===== src/rtl/pipeline_hazard_ctrl.sv =====
// pipeline_hazard_ctrl
//   Central sequencer for the 5-stage RV64I pipeline. It turns load-use
//   hazards, EX-stage control-flow redirects and data-memory wait states into
//   PC and per-stage pipeline-register enable/flush controls. It also owns
//   reset flushing, memory-wait freezing with timeout detection, a sticky
//   error halt, and saturating stall/flush performance counters.
//
// Ports
//   clk, reset_n              clock, async active-low reset
//   id_rs1_idx/id_rs2_idx     source register indices of the ID instruction
//   id_uses_rs1/id_uses_rs2   ID instruction actually reads rs1/rs2
//   ex_mem_read, ex_rd_idx    EX instruction is a load / its destination
//   ex_redirect               EX resolved a taken branch / JAL / JALR
//   mem_req, dmem_ready       MEM-stage data access and its completion
//   pc_enable, pc_redirect    PC update / PC loads EX target
//   *_enable, *_flush         pipeline-register latch / bubble controls
//   mem_timeout_err           sticky data-memory timeout flag
//   stall_cnt, flush_cnt      saturating performance counters
//
// State      | meaning
// -----------+-------------------------------------------------------------
// RST_FLUSH  | first cycle out of reset, bubbles IF/ID and ID/EX
// RUN        | normal flow, hazard and redirect handling
// MEM_WAIT   | pipeline frozen on an outstanding data-memory access
// ERROR      | memory timeout, pipeline halted until reset

module pipeline_hazard_ctrl #(
  parameter int MEM_TIMEOUT = 16,
  parameter int CNT_W       = 32
) (
  input  logic             clk,
  input  logic             reset_n,
  input  logic [4:0]       id_rs1_idx,
  input  logic [4:0]       id_rs2_idx,
  input  logic             id_uses_rs1,
  input  logic             id_uses_rs2,
  input  logic             ex_mem_read,
  input  logic [4:0]       ex_rd_idx,
  input  logic             ex_redirect,
  input  logic             mem_req,
  input  logic             dmem_ready,
  output logic             pc_enable,
  output logic             pc_redirect,
  output logic             if_id_enable,
  output logic             if_id_flush,
  output logic             id_ex_enable,
  output logic             id_ex_flush,
  output logic             ex_mem_enable,
  output logic             mem_wb_enable,
  output logic             mem_timeout_err,
  output logic [CNT_W-1:0] stall_cnt,
  output logic [CNT_W-1:0] flush_cnt
);

  localparam int WAIT_W = (MEM_TIMEOUT > 2) ? $clog2(MEM_TIMEOUT) : 1;

  typedef enum logic [1:0] {
    RST_FLUSH = 2'd0,
    RUN       = 2'd1,
    MEM_WAIT  = 2'd2,
    ERROR     = 2'd3
  } state_t;

  state_t            state;
  // Remaining MEM_WAIT cycles before a still-pending access is a timeout.
  // The freezing RUN cycle is the first frozen cycle, so the count is
  // loaded with MEM_TIMEOUT-2 on entry and expires at zero.
  logic [WAIT_W-1:0] wait_left;

  logic freeze;
  logic load_use;
  logic release_ok;
  logic stall_inc;
  logic flush_inc;

  assign freeze = mem_req && !dmem_ready;

  // A load writing x0 produces nothing to forward, so it never stalls.
  assign load_use = ex_mem_read && (ex_rd_idx != 5'd0) &&
                    ((id_uses_rs1 && (id_rs1_idx == ex_rd_idx)) ||
                     (id_uses_rs2 && (id_rs2_idx == ex_rd_idx)));

  // MEM_WAIT only watches dmem_ready: the access is already in flight.
  assign release_ok = (state == RUN)      ? !freeze :
                      (state == MEM_WAIT) ? dmem_ready : 1'b0;

  always_comb begin
    pc_enable     = 1'b0;
    pc_redirect   = 1'b0;
    if_id_enable  = 1'b0;
    if_id_flush   = 1'b0;
    id_ex_enable  = 1'b0;
    id_ex_flush   = 1'b0;
    ex_mem_enable = 1'b0;
    mem_wb_enable = 1'b0;
    case (state)
      RST_FLUSH: begin
        if_id_flush = 1'b1;
        id_ex_flush = 1'b1;
      end
      RUN, MEM_WAIT: begin
        if (release_ok) begin
          // Redirect wins over load-use: the stalled ID instruction is
          // on the wrong path and gets squashed anyway.
          if (ex_redirect) begin
            pc_enable     = 1'b1;
            pc_redirect   = 1'b1;
            if_id_flush   = 1'b1;
            id_ex_flush   = 1'b1;
            ex_mem_enable = 1'b1;
            mem_wb_enable = 1'b1;
          end else if (load_use) begin
            id_ex_flush   = 1'b1;
            ex_mem_enable = 1'b1;
            mem_wb_enable = 1'b1;
          end else begin
            pc_enable     = 1'b1;
            if_id_enable  = 1'b1;
            id_ex_enable  = 1'b1;
            ex_mem_enable = 1'b1;
            mem_wb_enable = 1'b1;
          end
        end
      end
      default: begin
      end
    endcase
  end

  assign stall_inc = ((state == RUN) || (state == MEM_WAIT)) && !pc_enable;
  assign flush_inc = pc_redirect;

  always_ff @(posedge clk or negedge reset_n) begin
    if (!reset_n) begin
      state           <= RST_FLUSH;
      wait_left       <= '0;
      stall_cnt       <= '0;
      flush_cnt       <= '0;
      mem_timeout_err <= 1'b0;
    end else begin
      case (state)
        RST_FLUSH: state <= RUN;
        RUN: begin
          if (freeze) begin
            state     <= MEM_WAIT;
            wait_left <= WAIT_W'(MEM_TIMEOUT - 2);
          end
        end
        MEM_WAIT: begin
          if (dmem_ready) begin
            state     <= RUN;
            wait_left <= '0;
          end else if (wait_left == '0) begin
            state           <= ERROR;
            mem_timeout_err <= 1'b1;
          end else begin
            wait_left <= wait_left - 1'b1;
          end
        end
        ERROR: state <= ERROR;
        default: state <= RST_FLUSH;
      endcase

      if (stall_inc && (stall_cnt != {CNT_W{1'b1}}))
        stall_cnt <= stall_cnt + 1'b1;
      if (flush_inc && (flush_cnt != {CNT_W{1'b1}}))
        flush_cnt <= flush_cnt + 1'b1;
    end
  end

endmodule


===== config.mk =====
export PLATFORM = sky130hd
export DESIGN_NAME = pipeline_hazard_ctrl
export DESIGN_NICKNAME = d
export VERILOG_FILES = /design/src/rtl/pipeline_hazard_ctrl.sv
export SDC_FILE = /design/constraint.sdc
export NUM_CORES = 1
export LEC_CHECK = 0
export ABC_AREA = 1
export CORE_UTILIZATION = 52
export DETAILED_ROUTE_END_ITERATION = 8
export PLACE_DENSITY = 0.86
export SLEW_MARGIN = 20
export SYNTH_ARGS = -nofsm -noshare
export SYNTH_HDL_FRONTEND = slang
export SYNTH_SLANG_ARGS = --single-unit

===== constraint.sdc =====
create_clock -name clk -period 2.5 [get_ports clk]
set_input_delay 0.375 -clock clk [delete_from_list [all_inputs] [get_ports clk]]
set_output_delay 0.375 -clock clk [all_outputs]
set_load 0.01 [all_outputs]

Word level (Yosys, flattened, before mapping)
Cells that the tools add are included.
Widths: inputs -> output; s select.
{"block": "totals", "register_bits": 71, "inputBits": 23, "out_inout_bits": 73, "elab_cells": 67}
{"block": "classes", "addsub": 3, "n_eq_ne": 10, "n_mux": 27, "bitwise": 1, "n_reduce_logical": 21}
{"cell": "$add 32x1->32 const B", "count": 2}
{"cell": "$ne 32x32->1 const B", "count": 2}
{"cell": "$mux 1", "count": 17}
{"cell": "$mux 4", "count": 3}
{"cell": "$eq 5x5->1", "count": 2}
{"cell": "$logic_and 1x1->1", "count": 8}
{"cell": "$pmux 2 s4", "count": 1}
{"cell": "$pmux 4 s2", "count": 1}
{"cell": "$mux 2", "count": 3}
{"cell": "$reduce_and 3->1", "count": 2}
{"cell": "$reduce_bool 5->1", "count": 1}
{"cell": "$eq 2x2->1 const B", "count": 2}
{"cell": "$logic_not 4->1", "count": 1}
{"cell": "$pmux 1 s2", "count": 2}
{"cell": "$sub 4x1->4 const B", "count": 1}
{"cell": "$logic_not 1->1", "count": 3}
{"cell": "$ne 3x2->1 const B", "count": 1}
{"cell": "$ne 3x3->1 const B", "count": 1}
{"cell": "$eq 2x1->1 const B", "count": 1}
{"cell": "$logic_not 2->1", "count": 1}
{"cell": "$logic_or 1x1->1", "count": 2}
{"cell": "$ne 2x2->1 const B", "count": 1}
{"cell": "$reduce_and 2->1", "count": 1}
{"cell": "$reduce_bool 2->1", "count": 1}
{"cell": "2 further kinds", "count": 2}

Depth between registers and ports, before layout
{"block": "depth", "word_depth": 11, "mapped_depth": 13}

Least setup slack after synthesis
OpenSTA, ideal clock, no wires.
{"block": "synth_timing", "path_type": "register to register", "start": "reg stall_cnt[0]", "end": "reg stall_cnt[5]", "arrival_time_ps": 1671, "setup_slack_ps": 712, "stages_incl_launch_ff": 11, "path_buffers": 2, "cell_sequence": "dfrtp_1 ha_1 nand2_1 nor2_2 nand3_1 nor2_2 nand3_2 buf_2 buf_6 nand4_1 nand2_1"}
{"block": "synth_between", "elab_chain_len": 2, "word_cells_on_any_way": 3}
{"element": "start: declaration", "line_no": "51", "text": "output logic [CNT_W-1:0] stall_cnt,"}
{"element": "start signal: assignment", "line_no": "165", "text": "stall_cnt <= stall_cnt + 1'b1;"}
{"element": "branches (longest 2 deep; another with $add 32x1->32)"}
Several ways; the timed one is not identified.
A chain may end at the register's enable or synchronous reset.

Worst setup path after layout
{"block": "layout_timing", "start": "reg state[0]", "end": "out id_ex_flush"}
{"block": "layout_between", "elab_chain_len": 5, "word_cells_on_any_way": 8}
{"element": "start: declaration", "line_no": "64", "text": "state_t state;"}
{"element": "start signal: assignment", "line_no": "135", "text": "state <= RST_FLUSH;"}
{"element": "start signal: assignment", "line_no": "142", "text": "RST_FLUSH: state <= RUN;"}
{"element": "start signal: assignment", "line_no": "145", "text": "state <= MEM_WAIT;"}
{"element": "$eq 2x2->1", "line_no": "85, 96"}
{"element": "$mux 1", "line_no": "85", "text": "(state == MEM_WAIT) ? dmem_ready : 1'b0;"}
{"element": "$mux 1", "line_no": "84", "text": "assign release_ok = (state == RUN) ? !freeze :"}
{"element": "$mux 1", "line_no": "102", "text": "if (release_ok) begin"}
{"element": "$pmux 1 s2 (*)", "line_no": "96", "text": "case (state)"}
{"element": "end: declaration", "line_no": "47", "text": "output logic id_ex_flush,"}
Every way passes the cells marked *; elsewhere a longest branch is shown, timed or not.

==> impl_results.md <==
- Crit path from: state[0]
- H-tree depth: 3
- Total CTS buffers: 9
- Detailed-route DRC error count: 0
- Simple logic cell fraction of the synthesized area: 41.3%
- Dpl ws: -0.0845 ns
- Adder-cell share of the synthesized area: ~2.4%
- Max_slew headroom: 58.1%
- Initial DRC count: about 280
- # hold bufs at CTS: 0
- Max-slew violations: 0
- Actual slew at the worst max-slew pin: about 0.63 ns
- Crit start category: flop
- Total Routing Usage GR: 26.7%
- Filler cell count: 727
- Core area: around 8800 sq um
- CP peak stage delay: between 0.4 and 0.5 ns
- Ys flop type: dfrtp_1
- Max Cap Viol: 0
- Mux share of post-synthesis cell area: 0%
- CP max-delay cell: dfrtp_2
- Seq cells post-synth: 71
- Synth Instances: about 700
- Initial Utilization: roughly 54%
- Via count: about 4800
- Final hold vios: 0
- Root buffer cell: clkbuf_8
- Multi-input logic area: roughly 2600 sq um
- Clock Path Buffers: 2
- Met1 wire length: 5250 um
- RSZ-0062 raised after global routing: false
- ANT nets after route: 0
- Leak: around 2.8 nW
- TritonCTS clock tree: built
- Die Footprint: about 9500 sq um
- Number of enable flip-flop cells after synthesis: 0
- Reg clk slew, reported paths: approximately 0.080 ns
- N_diodes: 0
- Hold Crit Class: input port to async pin
- Status: finished, final reports clean
- R2R setup slack: approximately 0.34 ns
- Final Skew: roughly 0.014 ns
- Total Power: roughly 4.2 mW
- Seq/Total Area, Yosys: 37.6%
- Synthesized net count: 717
- First-pass GRT wire length: ~21000 um
- Placed instance area: slightly below 6000 sq um
- Max Clk Rate: about 430 MHz
- Period utilization: around 94%
- Count of input and output buffers: between 90 and 100
- Worst r2r src: state[0]
- Worst-path fanout max: 6
- Synth unique cells: 32
- Total gr overflow: 0
- Final TNS setup: 0 ns
- Yosys top cell area share: between 30% and 40%
- Vias per std cell: ~5.3
- Leading cell type in the layout, fill and taps excluded: nand2_1
- Largest family of logic cells by synthesized area: simple AND/OR/NAND/NOR gates
- Pre-Repair DR Iteration Count: 5
- Die Y: 97.3 um
- Mapped cell area: around 4700 sq um
- Power Dens Cells: around 700 nW/um^2
- Ranking of synthesized cells by area: dfrtp_1, nand2_1, nor2_1
- HPWL after DPL: between 9000 and 10000 um
- Total clock sinks: 71
- Worst path required time: 2.12 ns
- Share of layout cells above drive strength 1: under 10%
- Initial antenna violation count: 0
- Ports: 96
- Layout area overhead: 28.0%
- Setup Fix Bufs, Post-CTS: 0
- Sequential cell area: between 1500 and 2000 sq um
- Met2 WL: around 5900 um
- Number of global-route vias before repair: about 4600
- Max VDD drop: between 0.0006 and 0.0007 V
- Async SR Flop Fraction: 100%
- Worst path cell trace: inv_1 -> ha_2 -> nand2_1 -> nand2_2 -> nand2_2 -> inv_1 -> a21oi_1 -> nor2_1 -> dlygate4sd2_1
- Largest net degree at the start of global routing: 47
- Worst-Skew Late Latency: roughly 0.35 ns
- Post-synthesis xor/xnor area fraction: about 8.3%
- Setup violations, final: 0
- Synth area leader: dfrtp_1
- Routed WL: 12100 um
- Nets: about 820
- Mean post-synth cell area: a little under 7 sq um
- Final setup margin: ~0.15 ns
- WS Path Type: flop to primary output
- Setup crit end kind: primary output
- Routed length per instance: around 14 um
- Die width: a little under 100 um
- Num rows: 34
- Routed wl met3: approximately 650 um
- Highest Signal Layer: met4
- CP arrival: ~2.0 ns
- GP Congestion: 0.960
- Yosys warning total: 0
- Fin area: around 6000 sq um
- Compound-Gate Fraction of Synth Area: 2.65%
- Shortest period the worst path allows: roughly 2.4 ns
- Commonest non-fill, non-tap cells in the layout: nand2_1, nor2_1, clkdlybuf4s50_1
## sequential cells by signal, indices dropped and copies added, names as in the netlist
signal	cells
flush_cnt	32
mem_timeout_err	1
wait_left	4
stall_cnt	32
state	2
## cells by family after synthesis
logic type	after synthesis
AND/OR/NAND/NOR	452
flip-flops	71
buffers and inverters	85
AO/OA/AOI/OAI	23
adder cells (fa/ha/maj)	9
XOR/XNOR	45
## routing by layer
| metal | GRT usage [%] | vias to the layer above |
|---|---|---|
| li1 | - | 2368 |
| met1 | 34.4 | 2208 |
| met2 | 44.3 | 178 |
| met3 | 3.74 | 33 |
| met4 | 12.6 | 0 |
| met5 | 0 | - |
## critical path: cells and delay by family (launching register included)
| family | cells | cell delay [ns] |
|---|---|---|
| DFF | 1 | 0.45 |
| AOI/OAI and AO/OA | 1 | 0.08 |
| and+or+nand+nor | 4 | 0.40 |
| buffers and inverters | 3 | 0.49 |
| adders and majority gates | 1 | 0.22 |
## stage by stage
step,hold slack [ns],std cells,utilization (%)
finish,0.0324,895,68.9
global route,0.0801,895,68.9
CTS,0.0437,895,68.9
detailed placement,0.429,880,66.2
global placement,0.417,880,66.2
floorplan,0.0794,685,-
## where the power goes
group          total (mW)  leakage, nW  internal, mW  switching [mW]
Combinational        1.66         1.79         0.666           0.992
Sequential           1.46        0.942          1.30           0.155
Clock                1.11        0.117         0.661           0.448
## synth_stat cells (all sizes together), types with 5 or more instances
cell type and n:
nand3b 6, clkbuf 5, xor2 26, ha 9, buf 13, nor2 97
o21ai 13, nand2 257, nor3 15, nand4 41, a21oi 5, xnor2 19
inv 67, nand3 33, dfrtp 71
## cell type report
cell class / instances / area share (%)
clock buffers: 10 / 2.11
clock inverters: 5 / 1.78
flip-flops and latches: 71 / 29.4
well taps: 108 / 2.24
repair buffers: 105 / 17.5
multi-input cells: 529 / 42.7
inverters: 67 / 4.16
## final timing paths
| kind | to | depth (start not counted) |
|---|---|---|
| worst max-delay path | id_ex_flush | 9 |
| min in group clk | mem_timeout_err | 1 |
| worst min-delay path | flush_cnt[7] | 1 |
| worst min register to register | mem_timeout_err | 1 |
| max in group asynchronous | stall_cnt[20] | 2 |
| worst max register to register | wait_left[2] | 9 |
## what timing repair did
item                                    4_1_cts  5_1_grt
hold endpoints to repair                      0        0
pin swaps                                     0        0
resized for setup                             7        3
endpoints found under the setup margin        8        3
Note: power is estimated with default switching activity, not from simulation.
